[config.mk]
export PLATFORM = sky130hd
export DESIGN_NAME = keypad_entry
export DESIGN_NICKNAME = d
export VERILOG_FILES = /design/src/rtl/keypad_entry.sv
export SDC_FILE = /design/constraint.sdc
export NUM_CORES = 1
export LEC_CHECK = 0
export BUFFER_PORTS_ARGS = -buffer_cell sky130_fd_sc_hd__buf_2
export CORE_UTILIZATION = 40
export DETAILED_ROUTE_END_ITERATION = 8
export PLACE_DENSITY = 0.6
export SYNTH_ARGS = -nofsm -noshare
export SYNTH_HDL_FRONTEND = slang
export SYNTH_SLANG_ARGS = --single-unit
export TNS_END_PERCENT = 50
[constraint.sdc]
create_clock -name clk -period 2.2 [get_ports clk]
set_clock_uncertainty 0.1 [all_clocks]
set_input_delay 0.33 -clock clk [delete_from_list [all_inputs] [get_ports clk]]
set_output_delay 0.33 -clock clk [all_outputs]
set_load 0.1 [all_outputs]
[src/rtl/keypad_entry.sv]
// 4x4 keypad scanner with press/release debounce and a shifting multi-digit entry buffer.
// Optional build macro KEYPAD_ENTRY_CLEAR_EN: key 4'hF blanks the whole buffer instead of shifting in.
module keypad_entry #(
   parameter int DIGITS   = 4,
   parameter int DEBOUNCE = 4
) (
   input  logic                  clk,
   input  logic                  rst_n,
   input  logic [3:0]            col_n,
   output logic [3:0]            row_n,
   output logic                  pressed,
   output logic                  key_valid,
   output logic [3:0]            key_code,
   output logic [4*DIGITS-1:0]   digits
);

   typedef enum logic [1:0] {
      ST_SCAN,
      ST_DEBOUNCE,
      ST_HELD
   } state_t;

   localparam logic [3:0] LP_PRESS_LAST = 4'(DEBOUNCE - 1);
   localparam logic [3:0] LP_REL_LAST   = 4'(DEBOUNCE - 1);

   state_t                r_state,    w_state;
   logic [3:0]            r_row,      w_row;
   logic [1:0]            r_rowIdx,   w_rowIdx;
   logic [3:0]            r_pattern,  w_pattern;
   logic [3:0]            r_cnt,      w_cnt;
   logic [3:0]            r_rcnt,     w_rcnt;
   logic                  r_pressed,  w_pressed;
   logic                  r_keyValid, w_keyValid;
   logic [3:0]            r_keyCode,  w_keyCode;
   logic [4*DIGITS-1:0]   r_digits,   w_digits;

   logic [1:0]            w_colIdx;
   logic [3:0]            w_code;
   logic [4*DIGITS-1:0]   w_shifted;
   logic [4*DIGITS-1:0]   w_bufNext;

   // Lowest low column of the latched pattern wins when several keys share a row.
   always_comb begin
      w_colIdx = 2'd3;
      if (!r_pattern[0])      w_colIdx = 2'd0;
      else if (!r_pattern[1]) w_colIdx = 2'd1;
      else if (!r_pattern[2]) w_colIdx = 2'd2;
      w_code = {r_rowIdx, w_colIdx};
   end

   always_comb begin
      w_shifted       = r_digits << 4;
      w_shifted[3:0]  = w_code;
`ifdef KEYPAD_ENTRY_CLEAR_EN
      if (w_code == 4'hF) w_bufNext = '1;
      else                w_bufNext = w_shifted;
`else
      w_bufNext = w_shifted;
`endif
   end

   always_ff @(posedge clk or negedge rst_n) begin
      if (!rst_n) begin
         r_state    <= ST_SCAN;
         r_row      <= 4'b1110;
         r_rowIdx   <= 2'd0;
         r_pattern  <= 4'hF;
         r_cnt      <= 4'd0;
         r_rcnt     <= 4'd0;
         r_pressed  <= 1'b0;
         r_keyValid <= 1'b0;
         r_keyCode  <= 4'd0;
         r_digits   <= '1;
      end else begin
         r_state    <= w_state;
         r_row      <= w_row;
         r_rowIdx   <= w_rowIdx;
         r_pattern  <= w_pattern;
         r_cnt      <= w_cnt;
         r_rcnt     <= w_rcnt;
         r_pressed  <= w_pressed;
         r_keyValid <= w_keyValid;
         r_keyCode  <= w_keyCode;
         r_digits   <= w_digits;
      end
   end

   // The press counter starts at 1 on the detection edge, so the accept edge is the
   // one where the counter already holds DEBOUNCE-1 and the columns still match.
   always_comb begin
      w_state    = r_state;
      w_row      = r_row;
      w_rowIdx   = r_rowIdx;
      w_pattern  = r_pattern;
      w_cnt      = r_cnt;
      w_rcnt     = r_rcnt;
      w_pressed  = r_pressed;
      w_keyValid = 1'b0;
      w_keyCode  = r_keyCode;
      w_digits   = r_digits;
      case (r_state)
         ST_SCAN: begin
            if (col_n == 4'hF) begin
               w_row    = {r_row[2:0], r_row[3]};
               w_rowIdx = r_rowIdx + 2'd1;
            end else begin
               w_pattern = col_n;
               w_cnt     = 4'd1;
               w_state   = ST_DEBOUNCE;
            end
         end
         ST_DEBOUNCE: begin
            if (col_n == r_pattern) begin
               if (r_cnt == LP_PRESS_LAST) begin
                  w_state    = ST_HELD;
                  w_pressed  = 1'b1;
                  w_keyValid = 1'b1;
                  w_keyCode  = w_code;
                  w_digits   = w_bufNext;
                  w_rcnt     = 4'd0;
                  w_cnt      = 4'd0;
               end else begin
                  w_cnt = r_cnt + 4'd1;
               end
            end else begin
               w_state  = ST_SCAN;
               w_cnt    = 4'd0;
               w_row    = {r_row[2:0], r_row[3]};
               w_rowIdx = r_rowIdx + 2'd1;
            end
         end
         ST_HELD: begin
            if (col_n == 4'hF) begin
               if (r_rcnt == LP_REL_LAST) begin
                  w_state   = ST_SCAN;
                  w_pressed = 1'b0;
                  w_rcnt    = 4'd0;
               end else begin
                  w_rcnt = r_rcnt + 4'd1;
               end
            end else begin
               w_rcnt = 4'd0;
            end
         end
         default: begin
            w_state = ST_SCAN;
         end
      endcase
   end

   assign row_n     = r_row;
   assign pressed   = r_pressed;
   assign key_valid = r_keyValid;
   assign key_code  = r_keyCode;
   assign digits    = r_digits;

endmodule

[Yosys cells after proc, flatten, opt, wreduce, memory -nomap -nowiden]
Cells that the tools add are included.
Word-level totals
  bits in registers: 42
  input port bits: 6
  output and inout bits: 26
  logic and storage cells: 70
Operators by class
  add/subtract/negate cells: 3
  equality and inequality tests: 14
  mux-type cells: 32
  bitwise logic cells: 1
  reduce and logical (&&, ||, !) cells: 10
Operators with widths (count)
  $mux 4: 9
  $pmux 4 s2: 3
  $mux 2: 9
  $ne 2x2->1 const B: 7
  $reduce_and 3->1: 3
  $add 4x1->4 const B: 2
  $eq 4x2->1 const B: 2
  $mux 1: 8
  $pmux 2 s3: 1
  $reduce_and 5->1: 1
  $eq 4x4->1: 1
  $eq 4x4->1 const B: 1
  $pmux 2 s2: 1
  $reduce_and 2->1: 2
  $reduce_and 4->1: 1
  $reduce_bool 2->1: 2
  $ne 3x3->1 const B: 1
  $add 2x1->2 const B: 1
  $eq 2x1->1 const B: 1
  $eq 2x2->1 const B: 1
  $logic_not 2->1: 1
  $pmux 1 s2: 1
  $not 1->1: 1

[Depth between registers and ports, before layout]
Gate-level depths: netlist (run 1).
  word-level depth: 4
  depth in mapped cells: 6
  mapped depth without buffers: 5

[Worst setup path after synthesis (run 1)]
OpenSTA, ideal clock, no wires.
  kind: reg2reg
  from: reg r_pattern[1]
  to: reg r_digits[12], in the netlist digits[12]
  setup time: 0.082 ns
  arrival: 1.832 ns
  data required time: 2.018 ns
  slack: 0.186 ns
  stages on the path, launching flop included: 6
  buffers on the path: 1
  clock period less this slack: 2.014 ns
  path through: dfstp_2 -> xor2_1 -> or4_4 -> nor2_8 -> buf_12 -> mux2_4
Between the ends
  longest elaborated chain between the ends: 2
Ends and longest elaborated chain
  start, declared: RTL line 29  | logic [3:0] r_pattern, w_pattern;
  start signal, assigned: RTL line 78  | r_pattern <= w_pattern;
  $eq 4x4->1: RTL line 113  | if (col_n == r_pattern) begin
  $reduce_and 3->1 (no line)
  end signal, assigned: RTL line 84  | r_digits <= w_digits;
  end, declared: RTL line 35  | logic [4*DIGITS-1:0] r_digits, w_digits;
No other way between the ends.
A chain may end at the register's enable or synchronous reset.

[Worst setup path in the final report (run 1)]
  from: reg r_pattern[1]
  to: reg r_digits[11], in the netlist digits[11]
The elaborated chain is that of the path after synthesis.

==> results.ini, run 1 <==
[global_route]
grt_use_met2 = 0.243
use_met3 = 0.0375
grt-busiest-layer = met2
grt_max_degree = 38
grt_first_pass_wirelength_um = 6000
met1_usage = 0.203
grt_overflow_total = 0
grt_pass1_vias = 1294
antenna_found_initial = 0
globalRouteTotalUtil = 0.156

[timing]
slew_headroom = 0.463
period_needed_ns = 2.11
setup_viol = 0
rsz0062_at_grt = false
max_freq_mhz = 473
final-hold-violation-count = 0
fin_crit_sh = 0.961
tightest_slew_ns = 0.805
slew_violations = 0
setup_tns_ns = 0

[worst_setup_path]
critical_path_required_ns = 2.33
cp_max_fo = 13
startpoint_type = register
cpPeakStageDelay_ns = 0.62
slowest_stage = or4_4
critPathArrivalTime_ns = 2.24
crit_type = reg -> reg
critical_path.cell_chain = xor2_1 -> or4_4 -> nor2_8 -> mux2_2
endpoint_kind = register

[placement]
port_buffers = 31
placed_area_um2 = 2110
routabilityCongestion = 0.791
place_hpwl_um = 2500

[layout]
drive_above_1_share = 0.503
seq_area_um2 = 1080
postLayoutCellArea_um2 = 2190
num_antenna_cells = 0
multiInputGateArea_um2 = 746
syn2layout_area_growth_pct = 17.2
final_nets = 192
fillers = 414
final_util = 0.497

[drt]
drc = 0
viasPerCell = 5.35
first_pass_iters = 4
ant_nets = 0
drtIter0Drc = 44
vias = 1268
wl_per_cell_um = 14.6
wirelength_um = 3450

[yosys]
synth_cells = 144
ys_ff_latch = 42
async_reset_ff_frac = 1.00
seq_area_frac_synth = 0.576
synth_area_per_cell_um2 = 13.0
yosysTopAreaCell = dfstp_2
yosysMostFrequentCell = dfstp_2
synthDistinctLibCells = 42
yosys_warnings = 0
synth_common_cells = 23 x dfstp_2, 19 x dfrtp_1, 17 x o21ai_0
synth_ff_type = dfstp_2
syn_area_um2 = 1870
synthTopCellsByArea = dfstp_2 32%, dfrtp_1 25%, mux2_2 8.4%
synth_edf_count = 0
syn-num-nets = 152
synth_top_area_frac = 0.323

[clocking]
insertion_delay_ns = 0.29
clock-root-buffer = clkbuf_8
numCtsBuffers = 5
cts_hold_buffers = 0
cts_buffer_depth = 2
clk_pin_slew_worst_paths_ns = 0.08
cts_tree = done
cts-htree-levels = 2
post_cts_resized = 0
cts_setup_buffers = 0
clock-sinks = 42

[floorplanning]
die_height_um = 70.4
io_pins = 32
core_um2 = 4410
chipWidth_um = 70.4
rows = 24
start_util = 0.424
dieArea_um2 = 4960

[power]
ir_worst_vdd_uv = 596
leakage_nw = 1.06
power.total_mw = 1.96
cellPowerDensity_nw_per_um2 = 891

[flow_run]
maxCapViolCount = 0

[hold_path]
hold_path_class = in -> async

[status]
outcome = completed

[logic make-up after synthesis]
family,synth area share
adders and majority gates,0.0134
buffers and inverters,0.0254
DFF,0.576
xor gates and xnor gates,0.0281
and+or+nand+nor,0.114
muxes,0.142
AOI/OAI and AO/OA,0.101
[power by group]
part / total, mW / switching (mW) / internal, mW
logic: 0.498 / 0.304 / 0.194
clock network: 0.490 / 0.266 / 0.224
registers: 0.968 / 0.0746 / 0.894
[state kept, by name (all words and copies together), names as in the netlist, 2 cells and up]
signal     flops
digits        16
key_code       4
r_cnt          4
r_pattern      4
r_rcnt         4
row_n          4
r_rowIdx       2
r_state        2
[worst max-delay path: cells and delay by family (launching register included)]
family	cells	cell delay, ns
and+or+nand+nor	2	0.89
xor gates and xnor gates	1	0.12
DFF	1	0.56
muxes	1	0.37
[cell type report]
class / count / share of cell area
clock buffers: 5 / 0.0314
repair buffers: 37 / 0.0912
inverters: 4 / 0.00684
well taps: 52 / 0.0296
clock inverters: 3 / 0.00912
multi-input cells: 94 / 0.340
flip-flops and latches: 42 / 0.492
[worst paths after layout]
path / start / to / slack, ns / cells after the start
hold / removal: rst_n / r_rcnt[2]$_DFFE_PN0P_ / 0.02 / 1
setup / recovery: r_pattern[1]$_DFFE_PN1P_ / digits[11]$_DFFE_PN1P_ / 0.09 / 4
min in group clk: col_n[0] / r_pattern[0]$_DFFE_PN1P_ / 0.21 / 2
hold reg to reg: key_code[0]$_DFFE_PN0P_ / key_code[0]$_DFFE_PN0P_ / 0.39 / 1
max in group asynchronous: rst_n / r_pattern[0]$_DFFE_PN1P_ / 1.31 / 2
setup reg to reg: r_pattern[1]$_DFFE_PN1P_ / digits[11]$_DFFE_PN1P_ / 0.09 / 4
[per-layer routing]
metal,up-vias,part of all wire
met5,-,0
met1,628,0.44
met3,9,0.034
met4,0,0.024
li1,598,-
met2,33,0.50
[placed cells by master (no fill, tap or decap), drive strengths merged, types with 2 or more instances in the layout]
cell / n
nand3: 4
ha: 2
nand4: 2
nor2: 7
mux2: 22
nand2: 9
a21oi: 2
buf: 37
o21ai: 17
dfrtp: 19
xor2: 5
o32ai: 3
clkinv: 2
dfstp: 23
inv: 5
clkbuf: 5
a21o: 2
[through the flow]
stage / hold slack [ns] / instances / setup WS [ns]
after floorplan: -0.0656 / 144 / 0.186
after global placement: 0.349 / 229 / 0.116
after detailed placement: 0.370 / 229 / 0.0807
after CTS: 0.0466 / 237 / 0.0732
after global routing: 0.0754 / 237 / 0.00807
final: 0.0185 / 237 / 0.0862
(Power assumes the default switching activity.)
==> run 2: changes to the inputs <==
--- a/config.mk
+++ b/config.mk
@@ -5,6 +5,7 @@
 export SDC_FILE = /design/constraint.sdc
 export NUM_CORES = 1
 export LEC_CHECK = 0
+export ABC_AREA = 1
 export BUFFER_PORTS_ARGS = -buffer_cell sky130_fd_sc_hd__buf_2
 export CORE_UTILIZATION = 40
 export DETAILED_ROUTE_END_ITERATION = 8
==> run 2 against run 1 <==
The run now ends with design-rule violations left. Sequential cell count did not move. Combinational power rose by 19%. First-iteration DRC count rose by 100%. Register-to-register slack improved by 0.28 ns. Critical path type unchanged. Highest routed layer unchanged.
==> results.ini, run 2 <==
[drt]
drc = 2  ; was 0
wl_per_cell_um = 10.5  ; was 14.6 um
viasPerCell = 4.49  ; was 5.35
vias = 1525  ; was 1268
drtIter0Drc = 90  ; was 44
ant_nets = 0  ; unchanged
first_pass_iters = 6  ; was 4
wirelength_um = 3560  ; was 3450 um

[floorplanning]
rows = 25  ; was 24
io_pins = 32  ; unchanged
die_height_um = 72.1  ; was 70.4 um
chipWidth_um = 72.1  ; was 70.4 um
dieArea_um2 = 5200  ; was 4960 um^2
core_um2 = 4720  ; was 4410 um^2
start_util = 0.417  ; was 0.424

[clocking]
cts_tree = done  ; unchanged
cts-htree-levels = 2  ; unchanged
clock-root-buffer = clkbuf_8  ; unchanged
insertion_delay_ns = 0.29  ; about the same
numCtsBuffers = 5  ; unchanged
clk_pin_slew_worst_paths_ns = 0.08  ; about the same
cts_buffer_depth = 2  ; unchanged
post_cts_resized = 0  ; unchanged
cts_setup_buffers = 0  ; unchanged
clock-sinks = 42  ; unchanged

[worst_setup_path]
critical_path.cell_chain = inv_1 -> nand2_1 -> nand2_1 -> nor2_2 -> nand3_4 -> clkinv_2 -> nand2_1 -> nand2_1  ; was xor2_1 -> or4_4 -> nor2_8 -> mux2_2
r2r-end = digits[12]$_DFFE_PN1P_  ; was digits[11]$_DFFE_PN1P_
slowest_stage = dfstp_2  ; was or4_4
cp_max_fo = 31  ; was 13
critPathArrivalTime_ns = 1.96  ; was 2.24 ns
critical_path_required_ns = 2.33  ; about the same
reg2regPathDepth = 8  ; was 4
rrSetupSlack_ns = 0.37  ; was 0.09 ns
endpoint_kind = register  ; unchanged
cpPeakStageDelay_ns = 0.55  ; was 0.62 ns
crit_start = r_pattern[2]$_DFFE_PN1P_  ; was r_pattern[1]$_DFFE_PN1P_
r2r-start = r_pattern[2]$_DFFE_PN1P_  ; was r_pattern[1]$_DFFE_PN1P_
startpoint_type = register  ; unchanged
cp_common_cell = nand2_1
crit_type = reg -> reg  ; unchanged

[status]
outcome = finished with violations  ; was completed
violations = design-rule violations

[yosys]
synth_common_cells = 106 x nand2_1, 23 x dfstp_2, 22 x inv_1  ; was 23 x dfstp_2, 19 x dfrtp_1, 17 x o21ai_0
synth_ff_type = dfstp_2  ; unchanged
synth_top_area_frac = 0.307  ; was 0.323
synth_cells = 236  ; was 144
synth_edf_count = 0  ; unchanged
yosys_warnings = 0  ; unchanged
syn_area_um2 = 1970  ; was 1870 um^2
synth_area_per_cell_um2 = 8.34  ; was 13.0 um^2
async_reset_ff_frac = 1.00  ; unchanged
yosysTopAreaCell = dfstp_2  ; unchanged
synthTopCellsByArea = dfstp_2 31%, dfrtp_1 24%, nand2_1 20%  ; was dfstp_2 32%, dfrtp_1 25%, mux2_2 8.4%
syn-num-nets = 244  ; was 152
synthDistinctLibCells = 21  ; was 42
seq_area_frac_synth = 0.549  ; was 0.576
ys_ff_latch = 42  ; unchanged
yosysMostFrequentCell = nand2_1  ; was dfstp_2

[global_route]
grt_pass1_vias = 1345  ; was 1294
grt_max_degree = 43  ; was 38
grt_first_pass_wirelength_um = 6040  ; was 6000 um
grt_overflow_total = 0  ; unchanged
antenna_found_initial = 0  ; unchanged
globalRouteTotalUtil = 0.150  ; was 0.156

[power]
leakage_nw = 1.26  ; was 1.06 nW
cellPowerDensity_nw_per_um2 = 902  ; was 891 nW/um^2
ir_worst_vdd_uv = 379  ; was 596 uV
power.total_mw = 2.07  ; was 1.96 mW

[timing]
slew_violations = 0  ; unchanged
final-hold-violation-count = 0  ; unchanged
fin_crit_sh = 0.833  ; was 0.961
period_needed_ns = 1.83  ; was 2.11 ns
rsz0062_at_grt = false  ; unchanged
setup_viol = 0  ; unchanged
max_freq_mhz = 546  ; was 473 MHz
tightest_slew_ns = 0.490  ; was 0.805 ns
setup_tns_ns = 0  ; unchanged
slew_headroom = 0.675  ; was 0.463

[hold_path]
worstHoldStart = col_n[3]
hold_path_class = in -> reg  ; was in -> async
min_to = r_pattern[3]$_DFFE_PN1P_
holdPathStages = 3

[layout]
mostFrequentLayoutCells = 106 x nand2_1, 31 x buf_2, 23 x dfstp_2  ; was 31 x buf_2, 23 x dfstp_2, 19 x dfrtp_1
largest_reg_flops = 16  ; unchanged
num_antenna_cells = 0  ; unchanged
syn2layout_area_growth_pct = 16.5  ; was 17.2%
final_nets = 280  ; was 192
final_util = 0.485  ; was 0.497
drive_above_1_share = 0.275  ; was 0.503
fillers = 476  ; was 414
final_common_cell = nand2_1  ; was buf_2

[placement]
routabilityCongestion = 0.758  ; was 0.791
port_buffers = 31  ; unchanged
place_hpwl_um = 2500  ; about the same

[flow_run]
maxCapViolCount = 0  ; unchanged

[run 2: cell count changes after synthesis, moves of 4 or more]
| cell | previous run | this run |
|---|---|---|
| o21ai_1 | 0 | 5 |
| inv_1 | 4 | 22 |
| nand3_1 | 3 | 15 |
| nand4_1 | 2 | 6 |
| mux2_2 | 14 | 0 |
| o21ai_0 | 17 | 5 |
| nand2_1 | 9 | 106 |
| mux2_4 | 5 | 0 |
[run 2: worst max-delay path by stage]
stage	to	depth (start not counted)
finish	digits[12]$_DFFE_PN1P_	8
CTS	digits[12]$_DFFE_PN1P_	8
global route	digits[8]$_DFFE_PN1P_	8
floorplan	r_rcnt[1]$_DFFE_PN0P_	8
detailed placement	digits[12]$_DFFE_PN1P_	8
global placement	digits[12]$_DFFE_PN1P_	8
[run 2: final cells by class]
class | instances | area [um^2] | area share
flip-flops and latches | 42 | 1080 | 0.471
clock buffers | 7 | 86.3 | 0.0377
repair buffers | 34 | 193 | 0.0841
multi-input cells | 164 | 749 | 0.327
well taps | 67 | 83.8 | 0.0366
inverters | 25 | 95.1 | 0.0415
clock inverters | 1 | 5.00 | 0.00218
[run 2: per-layer routing]
| metal | GRT usage | share of wire |
|---|---|---|
| met4 | 0.0588 | 0.016 |
| met2 | 0.232 | 0.46 |
| met1 | 0.200 | 0.49 |
| met5 | 0 | 0 |
| met3 | 0.0417 | 0.035 |
[run 2: logic make-up after synthesis]
logic type,Yosys count,share of synthesized area
fa+ha+maj,2,0.0127
xor+xnor,3,0.0134
flops,42,0.549
buf+inv,30,0.0706
compound gates,14,0.0362
simple gates,145,0.318
[run 2: stage by stage]
stage / std cells / hold slack, ns / worst slack (ns) / instance area [um^2]
2_1_floorplan: 236 / -0.0656 / 0.743 / 1970
3_3_place_gp: 331 / 0.221 / 0.403 / 2190
3_5_place_dp: 331 / 0.218 / 0.360 / 2190
4_1_cts: 340 / 0.193 / 0.331 / 2290
5_1_grt: 340 / 0.217 / 0.204 / 2290
6_report: 340 / 0.195 / 0.367 / 2290
[run 2: critical path, delay by kind of cell (launching register included)]
kind	cells	cell delay, ns
buf+inv	2	0.32
flops	1	0.55
simple gates	6	0.81
[run 2: power by group]
group	internal (mW)	total (mW)	switching, mW
logic	0.169	0.594	0.425
registers	0.897	0.975	0.0779
clock network	0.253	0.499	0.246
[run 2: what timing repair did]
item | CTS | global route
setup endpoints to repair | 0 | 0
hold endpoints to repair | 19 | 0
hold buffers | 1 | 0
